## config.mk

```make
export PLATFORM = sky130hd
export DESIGN_NAME = muldiv_sequencer_flat
export DESIGN_NICKNAME = d
export VERILOG_FILES = /design/src/rtl/muldiv_sequencer_if.sv /design/src/rtl/muldiv_sequencer.sv /design/src/flat_wrapper.sv
export SDC_FILE = /design/constraint.sdc
export NUM_CORES = 1
export LEC_CHECK = 0
export BUFFER_PORTS_ARGS = -buffer_cell sky130_fd_sc_hd__buf_4
export CORE_UTILIZATION = 35
export CTS_CLUSTER_DIAMETER = 30
export CTS_CLUSTER_SIZE = 12
export DETAILED_ROUTE_END_ITERATION = 10
export MAX_ROUTING_LAYER = met4
export PLACE_DENSITY_LB_ADDON = 0.3
export SYNTH_ARGS = -nofsm -noshare
export SYNTH_HDL_FRONTEND = slang
export SYNTH_SLANG_ARGS = --single-unit
```

## constraint.sdc

```tcl
create_clock -name clock -period 1.73 [get_ports clock]
set_clock_uncertainty 0.05 [all_clocks]
set_input_delay 0.173 -clock clock [delete_from_list [all_inputs] [get_ports clock]]
set_output_delay 0.173 -clock clock [all_outputs]
set_load 0.05 [all_outputs]
```

## src/rtl/muldiv_sequencer_if.sv

```systemverilog
// Request/response bundle between the main control FSM and the mul/div sequencer.
// master: control FSM side (drives req/op/abort) together with the unit flags.
// slave : the sequencer (drives unit starts, HI/LO controls, status and exception).
interface muldiv_sequencer_if #(
  parameter int unsigned CW = 7
);
  logic          req;
  logic          op;
  logic          abort;
  logic          mult_fim;
  logic          div_fim;
  logic          div_zero;
  logic          mult_start;
  logic          div_start;
  logic          hi_sel;
  logic          lo_sel;
  logic          hi_write;
  logic          lo_write;
  logic          busy;
  logic          done;
  logic          exc;
  logic [1:0]    exc_cause;
  logic [CW-1:0] last_cycles;

  modport master (
    output req, op, abort, mult_fim, div_fim, div_zero,
    input  mult_start, div_start, hi_sel, lo_sel, hi_write, lo_write,
           busy, done, exc, exc_cause, last_cycles
  );

  modport slave (
    input  req, op, abort, mult_fim, div_fim, div_zero,
    output mult_start, div_start, hi_sel, lo_sel, hi_write, lo_write,
           busy, done, exc, exc_cause, last_cycles
  );
endinterface

```

## src/rtl/muldiv_sequencer.sv

```systemverilog
// Sequences the shared multiplier/divider: launch, wait for completion,
// commit to HI/LO, or raise a one-cycle exception on divide-by-zero/timeout.
// Ports: clock (rising edge), reset (async, active-low), bus (slave modport:
// req/op/abort and unit flags in; start pulses, HI/LO controls, busy,
// done/exc pulses, exc_cause and last_cycles out).
// MAX_CYCLES must be >= 2 and 2**CW must exceed MAX_CYCLES.
module muldiv_sequencer #(
  parameter int unsigned MAX_CYCLES = 64,
  parameter int unsigned CW         = 7
) (
  input  logic                 clock,
  input  logic                 reset,
  muldiv_sequencer_if.slave    bus
);

  typedef enum logic [2:0] {
    S_IDLE,
    S_START,
    S_WAIT,
    S_WRITE,
    S_DONE,
    S_EXC
  } state_t;

  localparam logic [1:0] CAUSE_NONE    = 2'b00;
  localparam logic [1:0] CAUSE_DIVZERO = 2'b01;
  localparam logic [1:0] CAUSE_TIMEOUT = 2'b10;

  state_t        r_state;
  logic          r_op_q;
  logic [CW-1:0] r_cnt;
  logic [1:0]    r_cause;
  logic [CW-1:0] r_last;
  logic          r_mult_start;
  logic          r_div_start;
  logic          r_write;
  logic          r_busy;
  logic          r_done;
  logic          r_exc;
  logic          w_fim;

  // Only the launched unit's completion flag is watched.
  assign w_fim = r_op_q ? bus.div_fim : bus.mult_fim;

  // Single-process FSM; each output register is loaded with the value
  // belonging to the state being entered, so outputs line up with r_state.
  always_ff @(posedge clock or negedge reset) begin
    if (!reset) begin
      r_state      <= S_IDLE;
      r_op_q       <= 1'b0;
      r_cnt        <= '0;
      r_cause      <= CAUSE_NONE;
      r_last       <= '0;
      r_mult_start <= 1'b0;
      r_div_start  <= 1'b0;
      r_write      <= 1'b0;
      r_busy       <= 1'b0;
      r_done       <= 1'b0;
      r_exc        <= 1'b0;
    end else begin
      r_mult_start <= 1'b0;
      r_div_start  <= 1'b0;
      r_write      <= 1'b0;
      r_done       <= 1'b0;
      r_exc        <= 1'b0;
      case (r_state)
        S_IDLE: begin
          if (bus.req) begin
            r_op_q       <= bus.op;
            r_cause      <= CAUSE_NONE;
            r_state      <= S_START;
            r_busy       <= 1'b1;
            r_mult_start <= ~bus.op;
            r_div_start  <= bus.op;
          end
        end
        S_START: begin
          if (bus.abort) begin
            r_state <= S_IDLE;
            r_busy  <= 1'b0;
          end else begin
            r_cnt   <= '0;
            r_state <= S_WAIT;
          end
        end
        S_WAIT: begin
          // abort > divide-by-zero > completion > timeout
          if (bus.abort) begin
            r_state <= S_IDLE;
            r_busy  <= 1'b0;
          end else if (r_op_q && bus.div_zero) begin
            r_cause <= CAUSE_DIVZERO;
            r_state <= S_EXC;
            r_exc   <= 1'b1;
          end else if (w_fim) begin
            r_last  <= r_cnt;
            r_state <= S_WRITE;
            r_write <= 1'b1;
          end else if (r_cnt == CW'(MAX_CYCLES - 1)) begin
            r_cause <= CAUSE_TIMEOUT;
            r_state <= S_EXC;
            r_exc   <= 1'b1;
          end else begin
            r_cnt <= r_cnt + CW'(1);
          end
        end
        S_WRITE: begin
          // The write has already happened this cycle; abort only drops done.
          if (bus.abort) begin
            r_state <= S_IDLE;
            r_busy  <= 1'b0;
          end else begin
            r_state <= S_DONE;
            r_done  <= 1'b1;
          end
        end
        S_DONE, S_EXC: begin
          r_state <= S_IDLE;
          r_busy  <= 1'b0;
        end
        default: begin
          r_state <= S_IDLE;
          r_busy  <= 1'b0;
        end
      endcase
    end
  end

  assign bus.mult_start  = r_mult_start;
  assign bus.div_start   = r_div_start;
  assign bus.hi_sel      = r_op_q;
  assign bus.lo_sel      = r_op_q;
  assign bus.hi_write    = r_write;
  assign bus.lo_write    = r_write;
  assign bus.busy        = r_busy;
  assign bus.done        = r_done;
  assign bus.exc         = r_exc;
  assign bus.exc_cause   = r_cause;
  assign bus.last_cycles = r_last;

endmodule

```

## src/flat_wrapper.sv

```systemverilog
// flat-port wrapper written by rule: the top's interface ports become plain ports
module muldiv_sequencer_flat 
#(
  parameter int unsigned MAX_CYCLES = 64,
  parameter int unsigned CW         = 7
)
  (clock, reset, bus_req, bus_op, bus_abort, bus_mult_fim, bus_div_fim, bus_div_zero, bus_mult_start, bus_div_start, bus_hi_sel, bus_lo_sel, bus_hi_write, bus_lo_write, bus_busy, bus_done, bus_exc, bus_exc_cause, bus_last_cycles);
  muldiv_sequencer_if #(.CW(CW)) bus_i ();
  input  logic clock;
  input  logic reset;
  input wire logic [$bits(bus_i.req)-1:0] bus_req;
  input wire logic [$bits(bus_i.op)-1:0] bus_op;
  input wire logic [$bits(bus_i.abort)-1:0] bus_abort;
  input wire logic [$bits(bus_i.mult_fim)-1:0] bus_mult_fim;
  input wire logic [$bits(bus_i.div_fim)-1:0] bus_div_fim;
  input wire logic [$bits(bus_i.div_zero)-1:0] bus_div_zero;
  output wire logic [$bits(bus_i.mult_start)-1:0] bus_mult_start;
  output wire logic [$bits(bus_i.div_start)-1:0] bus_div_start;
  output wire logic [$bits(bus_i.hi_sel)-1:0] bus_hi_sel;
  output wire logic [$bits(bus_i.lo_sel)-1:0] bus_lo_sel;
  output wire logic [$bits(bus_i.hi_write)-1:0] bus_hi_write;
  output wire logic [$bits(bus_i.lo_write)-1:0] bus_lo_write;
  output wire logic [$bits(bus_i.busy)-1:0] bus_busy;
  output wire logic [$bits(bus_i.done)-1:0] bus_done;
  output wire logic [$bits(bus_i.exc)-1:0] bus_exc;
  output wire logic [$bits(bus_i.exc_cause)-1:0] bus_exc_cause;
  output wire logic [$bits(bus_i.last_cycles)-1:0] bus_last_cycles;
  assign bus_i.req = bus_req;
  assign bus_i.op = bus_op;
  assign bus_i.abort = bus_abort;
  assign bus_i.mult_fim = bus_mult_fim;
  assign bus_i.div_fim = bus_div_fim;
  assign bus_i.div_zero = bus_div_zero;
  assign bus_mult_start = bus_i.mult_start;
  assign bus_div_start = bus_i.div_start;
  assign bus_hi_sel = bus_i.hi_sel;
  assign bus_lo_sel = bus_i.lo_sel;
  assign bus_hi_write = bus_i.hi_write;
  assign bus_lo_write = bus_i.lo_write;
  assign bus_busy = bus_i.busy;
  assign bus_done = bus_i.done;
  assign bus_exc = bus_i.exc;
  assign bus_exc_cause = bus_i.exc_cause;
  assign bus_last_cycles = bus_i.last_cycles;
  muldiv_sequencer #(.MAX_CYCLES(MAX_CYCLES), .CW(CW)) u_core (.clock(clock), .reset(reset), .bus(bus_i));
endmodule
```

Word-level counts from Yosys, hierarchy flattened
Cells that the tools add are included.
Widths: inputs -> output; s select.
{"block": "totals", "output_inout_bits": 18, "ff_bits": 26, "word_cells": 79}
{"block": "classes", "bitwise_logic": 3, "muxes": 39, "n_reduce_logical": 11, "n_eq_ne": 14, "n_addsub": 1}
{"operator": "$mux 7", "n": 5}
{"operator": "$mux 1", "n": 18}
{"operator": "$mux 3", "n": 6}
{"operator": "$pmux 7 s2", "n": 1}
{"operator": "$mux 2", "n": 6}
{"operator": "$ne 2x2->1 const B", "n": 6}
{"operator": "$pmux 3 s4", "n": 1}
{"operator": "$add 7x1->7 const B", "n": 1}
{"operator": "$eq 7x6->1 const B", "n": 1}
{"operator": "$eq 3x2->1 const B", "n": 2}
{"operator": "$reduce_and 2->1", "n": 3}
{"operator": "$reduce_and 6->1", "n": 1}
{"operator": "$ne 5x2->1 const B", "n": 1}
{"operator": "$reduce_and 5->1", "n": 1}
{"operator": "$pmux 2 s2", "n": 1}
{"operator": "$reduce_and 4->1", "n": 1}
{"operator": "$reduce_bool 2->1", "n": 2}
{"operator": "$eq 3x1->1 const B", "n": 1}
{"operator": "$logic_not 3->1", "n": 1}
{"operator": "$ne 3x1->1 const B", "n": 1}
{"operator": "$ne 3x3->1 const B", "n": 1}
{"operator": "$not 1->1", "n": 3}
{"operator": "$reduce_or 3->1", "n": 1}
{"operator": "$ne 2x1->1 const B", "n": 1}
{"operator": "other kinds (2)", "n": 2}

Longest topological paths before layout
Gate-level depths: netlist of the first run.
{"block": "logic_depth", "ltp_word": 6, "ltp_mapped": 5, "mapped_depth_nobuf": 5}

Worst setup path before layout of the first run
No wires, ideal clock.
{"block": "synth_path", "path_type": "reg2reg", "from": "reg u_core.r_op_q (netlist: u_core.bus.hi_sel)", "to": "reg u_core.r_last[0] (netlist: u_core.bus.last_cycles[0])", "path_buffers": 0, "path_slack_ns": 0.033, "stages_incl_launch_ff": 5, "t_arrival_ns": 1.520, "period_less_slack_ns": 1.697, "path_cell_list": "dfrtp_1 > nand2b_1 > o21a_1 > nor2_4 > mux2_1"}
{"block": "synth_via", "elab_chain_len": 3, "word_cells_on_any_way": 4, "classes_between": "mux: 1; bitwise: 1; reduce/logical: 2"}
{"element": "start: declaration", "line_no": "muldiv_sequencer.sv:30", "source": "logic r_op_q;"}
{"element": "start signal: assignment", "line_no": "muldiv_sequencer.sv:69", "source": "r_op_q <= bus.op;"}
{"element": "$logic_and 1x1->1", "line_no": "muldiv_sequencer.sv:91", "source": "end else if (r_op_q && bus.div_zero) begin"}
{"element": "$not 1->1 (no source line)"}
{"element": "$reduce_and 4->1 (no source line) (*)"}
{"element": "end signal: assignment", "line_no": "muldiv_sequencer.sv:96", "source": "r_last <= r_cnt;"}
{"element": "end: declaration", "line_no": "muldiv_sequencer.sv:33", "source": "logic [CW-1:0] r_last;"}
Mark *: on every way between the ends. The rest lies on a longest branch, timed or not.
A chain may end at the register's enable or synchronous reset.

Final worst setup path of the first run
{"block": "layout_path", "from": "reg u_core.r_state[0]", "to": "reg u_core.r_cnt[4]"}
{"block": "layout_via", "elab_chain_len": 3, "word_cells_on_any_way": 10, "classes_between": "eq/ne: 7; mux: 1; reduce/logical: 2"}
{"element": "start: declaration", "line_no": "muldiv_sequencer.sv:29", "source": "state_t r_state;"}
{"element": "start signal: assignment", "line_no": "muldiv_sequencer.sv:49", "source": "r_state <= S_IDLE;"}
{"element": "start signal: assignment", "line_no": "muldiv_sequencer.sv:71", "source": "r_state <= S_START;"}
{"element": "start signal: assignment", "line_no": "muldiv_sequencer.sv:79", "source": "r_state <= S_IDLE;"}
{"element": "$eq 3x2->1 / $eq 3x1->1 (equally long branches)", "line_no": "muldiv_sequencer.sv:66", "source": "case (r_state)"}
{"element": "$ne 2x2->1 (no source line) / $reduce_bool 2->1 (equally long branches)"}
{"element": "$reduce_and 6->1 (no source line)"}
{"element": "end signal: assignment", "line_no": "muldiv_sequencer.sv:104", "source": "r_cnt <= r_cnt + CW'(1);"}
{"element": "end: declaration", "line_no": "muldiv_sequencer.sv:31", "source": "logic [CW-1:0] r_cnt;"}
Several ways; a longest one is shown, not always the timed one.

==> results of run 1 <==
==> critical path, cell delays in order, from the launching register on <==
cell and delay (ns):
dfrtp_1 0.50, nor4b_4 0.38, nand4_1 0.15, or3_1 0.32, a21oi_1 0.15
==> final cells by class <==
class / count / area [um^2]
clock buffer: 3 / 22.5
tap: 44 / 55.1
inverter: 2 / 7.51
fill: 300 / 1630
timing repair buffer: 37 / 283
sequential: 26 / 651
multi-input combinational: 72 / 509
==> path summary, 6_finish.rpt <==
kind,start,end,slack [ns],cells after the start
setup / recovery,u_core.r_state[0],u_core.r_cnt[4],0.12,4
hold / removal,bus_div_zero,u_core.bus.exc_cause[1],0.13,4
setup reg to reg,u_core.r_state[0],u_core.r_cnt[4],0.12,4
hold reg to reg,u_core.bus.last_cycles[1],u_core.bus.last_cycles[1],0.45,1
max in group asynchronous,reset,u_core.r_state[1],1.16,2
min in group asynchronous,reset,u_core.bus.last_cycles[1],0.24,2
==> state kept, by name (all words and copies together), names as in the netlist <==
name	cells
u_core.bus.hi_write	1
u_core.bus.exc	1
u_core.bus.div_start	1
u_core.bus.exc_cause	2
u_core.bus.hi_sel	1
u_core.bus.busy	1
u_core.r_cnt	7
u_core.bus.last_cycles	7
u_core.bus.mult_start	1
u_core.r_state	3
u_core.bus.done	1
==> kinds of logic after synthesis <==
| kind of cell | share of synthesized area, % |
|---|---|
| simple gates | 18.0 |
| flops | 54.1 |
| xor+xnor | 0.728 |
| buf+inv | 3.85 |
| fa+ha+maj | 1.04 |
| mux | 8.21 |
| compound gates | 14.1 |
==> timing repair <==
action / 4_1_cts / 5_1_grt
endpoints found under the hold margin: 27 / 0
hold buffers: 2 / 0
resized for setup: 0 / 1
setup endpoints to repair: 0 / 2
==> power by group through the flow <==
| stage | sequential, mW | combinational, mW | clock, mW |
|---|---|---|---|
| 2_1_floorplan | 0.945 | 0.430 | 0 |
| 3_3_place_gp | 0.778 | 0.852 | 0 |
| 3_5_place_dp | 0.783 | 0.851 | 0 |
| 4_1_cts | 0.770 | 0.857 | 0.260 |
| 5_1_grt | 0.782 | 0.938 | 0.282 |
| 6_report | 0.770 | 0.855 | 0.256 |
==> layer usage <==
metal,GRT usage [%],wire (um)
met1,21.9,1170
met2,24.5,1110
met3,1.28,59
met4,7.79,50
met5,-,0
==> per-stage QoR <==
step	utilization [%]	power (mW)	hold WS, ns	cell area [um^2]	worst slack [ns]
after global placement	47.0	1.63	0.0421	1480	0.134
final	48.5	1.88	0.133	1530	0.117
after floorplan	-	1.38	-0.173	1200	0.0326
after detailed placement	47.0	1.63	0.0475	1480	0.148
after CTS	48.4	1.89	0.119	1530	0.0934
after global routing	48.5	2.00	0.176	1530	0.00515
==> cell usage after synthesis, drive strengths merged, types with 2 or more instances <==
| cell type | instances | area share, % |
|---|---|---|
| a21o | 2 | 1.2 |
| a21oi | 5 | 2.1 |
| a22o | 2 | 1.5 |
| buf | 5 | 3.2 |
| dfrtp | 26 | 54 |
| inv | 2 | 0.62 |
| mux2 | 7 | 6.5 |
| mux2i | 2 | 1.7 |
| nand2 | 4 | 1.2 |
| nand2b | 5 | 2.6 |
| nand3 | 3 | 1.2 |
| nand4 | 3 | 1.6 |
| nor2 | 10 | 3.7 |
| nor3 | 4 | 1.7 |
| o211a | 2 | 1.7 |
| o211ai | 2 | 1.2 |
| o21a | 3 | 1.9 |
| o21ai | 6 | 2.5 |
| or3 | 2 | 1.0 |
==> out/metrics.csv, run 1 <==
stage,metric,value,unit
placed_design,Placed Cells,179,
floorplanning,I/O Pins,26,
logic_synthesis,"Seq/Total Area, Yosys",54.1,%
finish,"commonest cells after routing, fill and taps aside","35 x buf_4, 26 x dfrtp_1, 9 x nor2_1",
power_and_ir_drop,PD cells,1230,nW/um^2
finish,"Area growth, synth to finish",26.9,%
floorplanning,Die Ht,60.6,um
logic_synthesis,syn_area_per_cell,11.5,um^2
clocking,CTS tree,done,
sta,# setup viols final,0,
power_and_ir_drop,register share of total power,41.0,%
logic_synthesis,#FFs+latches synth,26,
finish,share of layout cells above drive strength 1,29.3,%
placed_design,DP HPWL,1770,um
clocking,CTS Sinks,26,
clocking,Bufs on Longest Clock Path,2,
floorplanning,die area,3680,um^2
clocking,H-tree levels,1,
clocking,clk_lat worst skew,0.32,ns
clocking,"Clk pin slew, worst setup/hold paths",0.13,ns
global_routing,first-pass GRT wire length,4170,um
sta,RSZ-0062 raised after global routing,false,
job,max-cap violations,0,
placed_design,routability cong.,0.852,
sta,Pins Over Slew Limit,0,
global_routing,GR Util All Layers,16.1,%
route,DRC viols,0,
logic_synthesis,synth warn,0,
global_routing,initial antenna violation count,0,
critical_path,CP Max Fanout,8,
route,Post-Route WL,2390,um
hold_path,worst hold-check path type,primary input to flip-flop,
route,drt via density,5.05,
logic_synthesis,Synth cell types,33,
route,Routed WL per cell,13.0,um
sta,setup TNS,0,ns
logic_synthesis,Post-Syn Area,1200,um^2
power_and_ir_drop,Pleak,0.765,nW
critical_path,Setup CP Type,flip-flop to flip-flop,
floorplanning,row count,20,
sta,Final Hold Viols,0,
route,starting DRC count in detailed routing,22,
clocking,setup bufs post-CTS,0,
power_and_ir_drop,Logic pwr share,45.4,%
power_and_ir_drop,maximum VDD drop,0.473,mV
logic_synthesis,dominant synthesized flop cell,dfrtp_1,
sta,Worst slew margin,74.5,%
finish,ant diodes,0,
route,final antenna-violating net count,0,
sta,fin crit share,93.3,%
route,DRT Pass-1 Iters,4,
global_routing,Overflow after GRT,0,
critical_path,Critical Path AT,1.82,ns
sta,Tmin final,1.61,ns
critical_path,Worst Setup Start Kind,flip-flop,
finish,final std cells w/o fill,184,
finish,"commonest non-fill, non-tap cell in the layout",buf_4,
route,routed via count,929,
global_routing,largest net degree at the start of global routing,27,
critical_path,Crit path required time,1.94,ns
floorplanning,core region area,3150,um^2
sta,FMAX,0.620,GHz
power_and_ir_drop,switching share of power,41.8,%
floorplanning,chip width,60.6,um
placed_design,PortBufs,25,
logic_synthesis,cells after synthesis,105,
finish,fin nets,151,
global_routing,vias in the first global route,922,
sta,Worst Max-Slew Pin Slew,0.381,ns
power_and_ir_drop,Sw Pwr,786,uW
critical_path,Worst Setup End Kind,flip-flop,
logic_synthesis,Post-synth ARST share,100,%
clocking,Root Driver,clkbuf_4,
floorplanning,initial core utilization,38.2,%
power_and_ir_drop,clock share of power,13.6,%
clocking,TritonCTS buffer count,3,
logic_synthesis,number of synthesized flops with an enable pin,0,
power_and_ir_drop,P_int,1.09,mW
outcome,status,finished clean,
logic_synthesis,Synthesized Nets,114,
(Power assumes the default switching activity.)
==> run 2, diff against run 1 <==
==> constraint.sdc (replaced) <==
create_clock -name clock -period 1.4 [get_ports clock]
set_clock_uncertainty 0.05 [all_clocks]
set_input_delay 0.14 -clock clock [delete_from_list [all_inputs] [get_ports clock]]
set_output_delay 0.14 -clock clock [all_outputs]
set_load 0.05 [all_outputs]
==> out/metrics.csv, run 2 (synthesized netlist as in run 1, its figures left out) <==
stage,metric,value,unit,change
outcome,status,"finished, violations left",,
outcome,failing checks,setup timing,,
clocking,clk_lat worst skew,0.32,ns,about the same
global_routing,largest net degree at the start of global routing,27,,unchanged
critical_path,Setup CP Type,flip-flop to flip-flop,,
global_routing,initial antenna violation count,0,,unchanged
sta,# setup viols final,18,,+18
sta,Final Hold Viols,0,,unchanged
sta,FMAX,0.643,GHz,+3.7%
critical_path,Crit path required time,1.62,ns,-0.32 ns
power_and_ir_drop,total power,2.98,mW,+59%
sta,RSZ-0062 raised after global routing,true,,
critical_path,Worst Setup Start Kind,flip-flop,,
finish,Post-Route Utilization,59.3,%,+11 points
route,final antenna-violating net count,0,,unchanged
finish,final instance area,1870,um^2,+22%
finish,"commonest cells after routing, fill and taps aside","54 x buf_4, 24 x dfrtp_1, 7 x nor2_1, 7 x mux2_4",,
floorplanning,initial core utilization,38.2,%,unchanged
placed_design,routability cong.,0.880,,+3.2%
floorplanning,Die Ht,60.6,um,unchanged
global_routing,GR Util All Layers,18.8,%,+2.7 points
sta,setup TNS,-0.986,ns,-0.986 ns
sta,Pins Over Slew Limit,0,,unchanged
placed_design,Placed Area,1600,um^2,+8.2%
power_and_ir_drop,PD cells,1600,nW/um^2,+30%
route,DRC viols,0,,unchanged
critical_path,Critical Path AT,1.77,ns,-0.05 ns
clocking,Bufs on Longest Clock Path,2,,unchanged
floorplanning,die area,3680,um^2,unchanged
finish,final std cells w/o fill,206,,+12%
floorplanning,chip width,60.6,um,unchanged
finish,ant diodes,0,,unchanged
global_routing,vias in the first global route,1033,,+12%
route,Post-Route WL,3120,um,+31%
sta,Tmin final,1.56,ns,-0.0581 ns
power_and_ir_drop,Pleak,0.903,nW,+18%
placed_design,PortBufs,25,,unchanged
floorplanning,I/O Pins,26,,unchanged
finish,share of layout cells above drive strength 1,53.7,%,+24 points
route,DRT Pass-1 Iters,4,,unchanged
floorplanning,core region area,3150,um^2,unchanged
global_routing,first-pass GRT wire length,4890,um,+17%
placed_design,Placed Cells,192,,+7.3%
power_and_ir_drop,maximum VDD drop,0.666,mV,+41%
critical_path,"slowest stage cell, crit path",dfrtp_2,,
sta,fin crit share,111,%,+18 points
job,max-cap violations,0,,unchanged
finish,"Area growth, synth to finish",55.3,%,
clocking,TritonCTS buffer count,3,,unchanged
critical_path,Worst Setup End Kind,flip-flop,,
route,drt via density,5.18,,+2.6%
critical_path,critical-path cell list,"o21ai_1, o211ai_1, or3_1, a21oi_2",,
hold_path,worst hold-check path type,primary input to flip-flop,,
route,Routed WL per cell,15.2,um,+17%
floorplanning,row count,20,,unchanged
clocking,CTS tree,done,,
global_routing,Overflow after GRT,0,,unchanged
critical_path,CP Max Fanout,5,,-3
clocking,CTS Sinks,26,,unchanged
placed_design,DP HPWL,1970,um,+12%
clocking,Root Driver,clkbuf_4,,
sta,Worst Max-Slew Pin Slew,0.364,ns,-0.0172 ns
sta,post-route setup slack,-0.155,ns,-0.272 ns
route,routed via count,1067,,+15%
route,starting DRC count in detailed routing,26,,+18%
critical_path,max incr delay on CP,0.47,ns,-0.03 ns
clocking,"Clk pin slew, worst setup/hold paths",0.14,ns,about the same
finish,fin nets,172,,+14%
finish,"commonest non-fill, non-tap cell in the layout",buf_4,,
clocking,H-tree levels,1,,unchanged
sta,Worst slew margin,75.6,%,+1.1 points
-- run 2: final timing paths --
kind	from	cells after the start	slack, ns	to
max in group asynchronous	reset	2	0.86	u_core.r_state[0]
min in group asynchronous	reset	2	0.18	u_core.bus.busy
min	bus_div_zero	3	0.06	u_core.bus.exc
max reg2reg	u_core.bus.hi_sel	4	-0.16	u_core.r_cnt[4]
min reg2reg	u_core.bus.exc_cause[0]	1	0.47	u_core.bus.exc_cause[0]
max	u_core.bus.hi_sel	4	-0.16	u_core.r_cnt[4]
-- run 2: power by group --
group | total, mW | switching, mW | internal (mW)
sequential | 0.968 | 0.104 | 0.864
combinational | 1.50 | 0.831 | 0.666
clock | 0.517 | 0.228 | 0.290
total | 2.98 | 1.16 | 1.82
-- run 2: metal layers --
layer  part of all wire [%]  track usage, %
met1                     45            24.1
met2                     49            30.0
met3                    3.3            2.13
met4                    2.0            8.44
met5                      0               -
-- run 2: critical path, delay by kind of cell (launching register included) --
family / cells / cell delay [ns]
AOI/OAI and AO/OA: 3 / 0.57
DFF: 1 / 0.47
and+or+nand+nor: 1 / 0.42
-- run 2: metrics by stage --
step / setup slack, ns / hold WS [ns]
3_5_place_dp: -0.154 / 0.0173
2_1_floorplan: -0.124 / -0.206
4_1_cts: -0.131 / 0.0497
6_report: -0.155 / 0.0567
3_3_place_gp: -0.0999 / 0.0172
5_1_grt: -0.215 / 0.0539
-- run 2: layout make-up --
class	count	area, um^2
fill	271	1280
sequential	26	653
multi-input combinational	72	636
timing repair buffer	58	465
tap	44	55.1
clock inverter	1	30.0
clock buffer	3	22.5
inverter	2	7.51
-- run 2: repair_timing --
action,CTS,global route
pin swaps,13,11
hold buffers,2,0
hold endpoints to repair,28,0
endpoints found under the setup margin,19,21
resized for setup,18,10
setup buffers,5,3
